[src/rtl/mux_scan_capture.sv]
// mux_scan_capture
//   Drives the three select lines {W0,W1,W2} of an 8-to-1 mux stage and
//   captures its output F into an 8-bit snapshot, one enabled channel at a
//   time in ascending order. The result is offered on a valid/ready handshake.
//
//   Optional feature macro: MUX_SCAN_SETTLE_EN
//     When defined, every enabled channel spends one extra cycle in a SETTLE
//     state with the selects stable before F is sampled. This gives a slow
//     mux tree two cycles per channel instead of one.

module mux_scan_capture (
  input  logic       clk,
  input  logic       reset,
  input  logic       start,
  input  logic [7:0] mask,
  input  logic       F,
  output logic       W0,
  output logic       W1,
  output logic       W2,
  output logic       busy,
  output logic [7:0] sample,
  output logic       valid,
  input  logic       out_ready
);

  // Channel index driven on the selects while no scan is running.
  localparam logic [2:0] IDLE_SEL = 3'b000;

`ifdef MUX_SCAN_SETTLE_EN
  typedef enum logic [1:0] {
    IDLE   = 2'd0,
    SCAN   = 2'd1,
    SETTLE = 2'd2,
    DONE   = 2'd3
  } state_t;
`else
  typedef enum logic [1:0] {
    IDLE = 2'd0,
    SCAN = 2'd1,
    DONE = 2'd3
  } state_t;
`endif

  state_t     state_q, state_d;
  logic [7:0] mask_q, mask_d;
  logic [7:0] sample_q, sample_d;
  logic [2:0] sel_q, sel_d;
  logic       busy_q, busy_d;
  logic       valid_q, valid_d;

  // Lowest enabled channel whose index is >= from. Returns {found, index};
  // from may be 8 (one past the last channel), which always yields "none",
  // so the scan never wraps around.
  function automatic logic [3:0] findFrom(input logic [7:0] m, input logic [3:0] from);
    logic [3:0] res;
    res = 4'b0000;
    for (int i = 7; i >= 0; i--) begin
      if (m[i] && (i >= int'(from))) begin
        res = {1'b1, 3'(i)};
      end
    end
    return res;
  endfunction

  // First channel of a new scan, taken straight from the live mask input.
  logic [3:0] firstHit;
  // Next channel after the one currently selected, from the latched mask.
  logic [3:0] nextHit;

  // Channel search for the start of a scan and for each advance step.
  always_comb begin
    firstHit = findFrom(mask, 4'd0);
    nextHit  = findFrom(mask_q, {1'b0, sel_q} + 4'd1);
  end

  // Next-state logic: sequences the selects, folds F into the snapshot and
  // runs the output handshake. Everything holds unless a branch says otherwise.
  always_comb begin
    state_d  = state_q;
    mask_d   = mask_q;
    sample_d = sample_q;
    sel_d    = sel_q;
    busy_d   = busy_q;
    valid_d  = valid_q;

    case (state_q)
      IDLE: begin
        sel_d   = IDLE_SEL;
        busy_d  = 1'b0;
        valid_d = 1'b0;
        if (start) begin
          mask_d   = mask;
          sample_d = 8'h00;
          busy_d   = 1'b1;
          if (firstHit[3]) begin
            sel_d = firstHit[2:0];
`ifdef MUX_SCAN_SETTLE_EN
            state_d = SETTLE;
`else
            state_d = SCAN;
`endif
          end else begin
            // Nothing enabled: the all-zero snapshot is ready at once.
            state_d = DONE;
            valid_d = 1'b1;
          end
        end
      end

`ifdef MUX_SCAN_SETTLE_EN
      SETTLE: begin
        state_d = SCAN;
      end
`endif

      SCAN: begin
        sample_d[sel_q] = F;
        if (nextHit[3]) begin
          sel_d = nextHit[2:0];
`ifdef MUX_SCAN_SETTLE_EN
          state_d = SETTLE;
`else
          state_d = SCAN;
`endif
        end else begin
          sel_d   = IDLE_SEL;
          state_d = DONE;
          valid_d = 1'b1;
        end
      end

      DONE: begin
        // start is deliberately ignored here, including on the handshake
        // edge itself; the snapshot stays put until the next accepted start.
        if (out_ready) begin
          state_d = IDLE;
          valid_d = 1'b0;
          busy_d  = 1'b0;
        end
      end

      default: begin
        state_d = IDLE;
        sel_d   = IDLE_SEL;
        busy_d  = 1'b0;
        valid_d = 1'b0;
      end
    endcase
  end

  // State and datapath registers; reset discards any partial snapshot.
  always_ff @(posedge clk or posedge reset) begin
    if (reset) begin
      state_q  <= IDLE;
      mask_q   <= 8'h00;
      sample_q <= 8'h00;
      sel_q    <= IDLE_SEL;
      busy_q   <= 1'b0;
      valid_q  <= 1'b0;
    end else begin
      state_q  <= state_d;
      mask_q   <= mask_d;
      sample_q <= sample_d;
      sel_q    <= sel_d;
      busy_q   <= busy_d;
      valid_q  <= valid_d;
    end
  end

  // W0 carries weight 4 (pair group), W2 weight 1 (within the pair).
  assign W0     = sel_q[2];
  assign W1     = sel_q[1];
  assign W2     = sel_q[0];
  assign busy   = busy_q;
  assign valid  = valid_q;
  assign sample = sample_q;

endmodule
[config.mk]
export PLATFORM = sky130hd
export DESIGN_NAME = mux_scan_capture
export DESIGN_NICKNAME = d
export VERILOG_FILES = /design/src/rtl/mux_scan_capture.sv
export SDC_FILE = /design/constraint.sdc
export NUM_CORES = 1
export LEC_CHECK = 0
export CAP_MARGIN = 30
export CORE_UTILIZATION = 54
export CTS_CLUSTER_DIAMETER = 40
export DETAILED_ROUTE_END_ITERATION = 16
export DONT_BUFFER_PORTS = 1
export PLACE_DENSITY = 0.77
export SLEW_MARGIN = 40
export SYNTH_ARGS = -nofsm -noshare
export SYNTH_HDL_FRONTEND = slang
export SYNTH_SLANG_ARGS = --single-unit
[constraint.sdc]
create_clock -name clk -period 6.36 [get_ports clk]
set_clock_uncertainty 0.2 [all_clocks]
set_input_delay 1.272 -clock clk [delete_from_list [all_inputs] [get_ports clk]]
set_output_delay 1.272 -clock clk [all_outputs]
set_load 0.02 [all_outputs]
==> results_dict.tcl <==
set metrics [dict create \
    synth_nets 170 \
    hold_end "mask_q[6]$_DFFE_PP0P_" \
    grt_pass1_wl_microns 4690 \
    worstPathCellList "inv_1 -> ha_1 -> a21o_1 -> a211oi_1 -> o32a_1 -> or3b_1 -> a21oi_1" \
    worst_slack_ps 3540 \
    slowest_stage "dfrtp_1" \
    fmax_ghz 0.355 \
    ys_ff_latch 23 \
    final_nets 169 \
    ir_drop_uv 318 \
    synthCells 154 \
    met2WireLength_microns 1300 \
    die_area_sq_um 2590 \
    met3_length_microns 150 \
    antenna_found_initial 0 \
    wl_met1_microns 1310 \
    cts_setup_buffers 0 \
    dieHeight_microns 50.9 \
    slew_headroom 0.534 \
    netlist.area_leader.share 0.445 \
    dp_cells 176 \
    worstRegToRegCells 7 \
    path_buf_inv 1 \
    wl_per_cell_microns 15.6 \
    cts_tree "done" \
    ys_seq_area_frac 0.445 \
    cp_top_family "compound AO/OA/AOI/OAI gates" \
    hp-class "flip-flop to flip-flop" \
    viasPerCell 6.19 \
    p_sw_uw 327 \
    slowest_delay_ps 740 \
    cts_hold_buf 0 \
    cts.clk_slew.worst_paths_ps 120 \
    diodes 0 \
    finalSetupViolCount 0 \
    yosys_warnings 0 \
    overflow 0 \
    die_w_microns 50.9 \
    ff2ff_setup_slack_ps 3540 \
    synth_compound_area_frac 0.236 \
    io_buffers 0 \
    rsz0062_at_grt "no" \
    finalWorstPathRequiredPeriod_ps 2820 \
    clock_path_buffers 2 \
    cp.arrival_ps 2870 \
    max_cap_violations 0 \
    internal-power_uw 343 \
    placementRows 17 \
    drc 0 \
    startpoint_type "flip-flop" \
    share_seq_of_total_power 0.518 \
    period_share 0.443 \
    num_io_pins 26 \
    hold_violations 0 \
    critical_path_required_ps 6410 \
    worstSetupEndpointType "flip-flop" \
    insertion_delay_ps 320 \
    worstHoldStart "mask_q[6]$_DFFE_PP0P_" \
    num_vias 1114 \
    synth_top_cell_by_area "dfrtp_1" \
    synth_edf_count 0 \
    synth_top_family_by_area "compound AO/OA/AOI/OAI gates" \
    status "finished clean" \
    critPathKind "flip-flop to flip-flop" \
    synth_mux_area_frac 0.00774 \
    synth_xor_area_frac 0.00678 \
    r2r_end "state_q[1]$_DFFE_PP0P_" \
    firstDrtPassIters 4 \
    ys.flop_type "dfrtp_1" \
    fin_util 0.592 \
    whs_path_depth 2 \
    p_leak_uw 0.000579 \
    avgSynthCellArea_sq_um 8.39 \
    drt_wl_total_microns 2800 \
    synth-simple-area-share 0.230 \
    ys_types 34 \
    start_util 0.579 \
    netlist_area_sq_um 1290 \
    gp_congestion 0.814 \
    hpwl_microns 2040 \
    p_comb_frac 0.381 \
    clkPwrFrac 0.101 \
    drt-initial-drc-count 45 \
    stdcell_count 180 \
    worst_slew_pin_slew_ps 697 \
    r2r_start "sel_q[1]$_DFFE_PP0P_" \
    final_cell_mix "nand2_1 (29), dfrtp_1 (23), nor2_1 (14), o21ai_0 (14), nand3_1 (13)" \
    grt_pass1_vias 1038 \
    tns_ps 0 \
    synth_fa_ha_area_frac 0.0290 \
    drv_slew 0 \
    grt_max_degree 24 \
    crit_path_max_fanout 13 \
    routed.top_layer "met4" \
    place_ws_ps 3620 \
    synthArstFlopShare 1.00 \
    core-area_sq_um 2230 \
    cts_htree_levels 1 \
    cts_resized 0 \
    sw_frac_of_total 0.488 \
    cellPowerDensity_nw_per_um2 507 \
    drive_above_1_share 0.0395 \
    synth.top_cells.by_area "dfrtp_1 (45%), nand2_1 (8.4%), o21ai_0 (5.4%)" \
    cts_inserted_buffers 3 \
    antenna_left 0 \
    clock_sinks 23 \
    clock-root-buffer "clkbuf_4" \
    syn_to_final_growth_pct 2.32 \
    final_common_cell "nand2_1" \
    track_usage 0.245 \
    fill_cells 216 \
]
metrics by stage:
step | instance area [sq um] | hold slack, ps | total power [uW]
2_1_floorplan | 1290 | 239 | 544
3_3_place_gp | 1300 | 274 | 590
3_5_place_dp | 1300 | 279 | 602
4_1_cts | 1320 | 309 | 670
5_1_grt | 1320 | 332 | 725
6_report | 1320 | 308 | 670
state kept, by name, summed over array words and instances, names as in the netlist:
name     count
state_q      2
busy         1
mask_q       8
valid        1
sel_q        3
sample       8
metal layers:
layer	vias up	GRT usage
met1	515	0.340
li1	550	-
met3	5	0.0446
met2	44	0.375
met5	-	0
met4	0	0.0972
cell usage after synthesis, types with 2 or more instances:
cell / instances
nor2b_1: 2
inv_1: 7
o41ai_1: 3
nor2_1: 14
a31oi_1: 3
a211oi_1: 2
dfrtp_1: 23
o311ai_0: 2
nand3_1: 13
o21a_1: 2
buf_4: 2
nand2_1: 29
a21oi_1: 10
o21ai_0: 14
o311ai_1: 3
nor4_1: 2
clkbuf_1: 3
nand2b_1: 2
ha_1: 3
power groups by stage:
stage / Clock, uW / Combinational [uW] / Sequential [uW]
floorplan: 0 / 242 / 303
global placement: 0 / 242 / 348
detailed placement: 0 / 251 / 351
CTS: 69.0 / 253 / 348
global route: 76.0 / 289 / 359
finish: 67.8 / 255 / 347
how the worst max path moves through the flow:
stage | from | endpoint | cells past startpoint
6_report | sel_q[1]$_DFFE_PP0P_ | state_q[1]$_DFFE_PP0P_ | 7
5_1_grt | sel_q[1]$_DFFE_PP0P_ | state_q[1]$_DFFE_PP0P_ | 7
4_1_cts | sel_q[1]$_DFFE_PP0P_ | state_q[1]$_DFFE_PP0P_ | 7
3_5_place_dp | sel_q[1]$_DFFE_PP0P_ | state_q[1]$_DFFE_PP0P_ | 7
3_3_place_gp | sel_q[1]$_DFFE_PP0P_ | state_q[1]$_DFFE_PP0P_ | 7
2_1_floorplan | sel_q[1]$_DFFE_PP0P_ | state_q[1]$_DFFE_PP0P_ | 8
logic make-up (layout without fill, tap and decap cells):
logic type | after synthesis | after routing
fa+ha+maj | 3 | 3
buf+inv | 13 | 11
compound gates | 47 | 47
simple gates | 66 | 66
mux | 1 | 1
flops | 23 | 23
xor+xnor | 1 | 1
final cells by class:
type | count | area [sq um] | area share
clock buffers | 4 | 26.3 | 0.0199
well taps | 28 | 35.0 | 0.0265
multi-input cells | 118 | 659 | 0.499
flip-flops and latches | 23 | 576 | 0.435
inverters | 7 | 26.3 | 0.0199
tightest hold or removal path, stage by stage, from the launching register on:
cell and delay [ps]:
dfrtp_1 380, nand2_1 50, nand2_1 60
(Power assumes the default switching activity.)
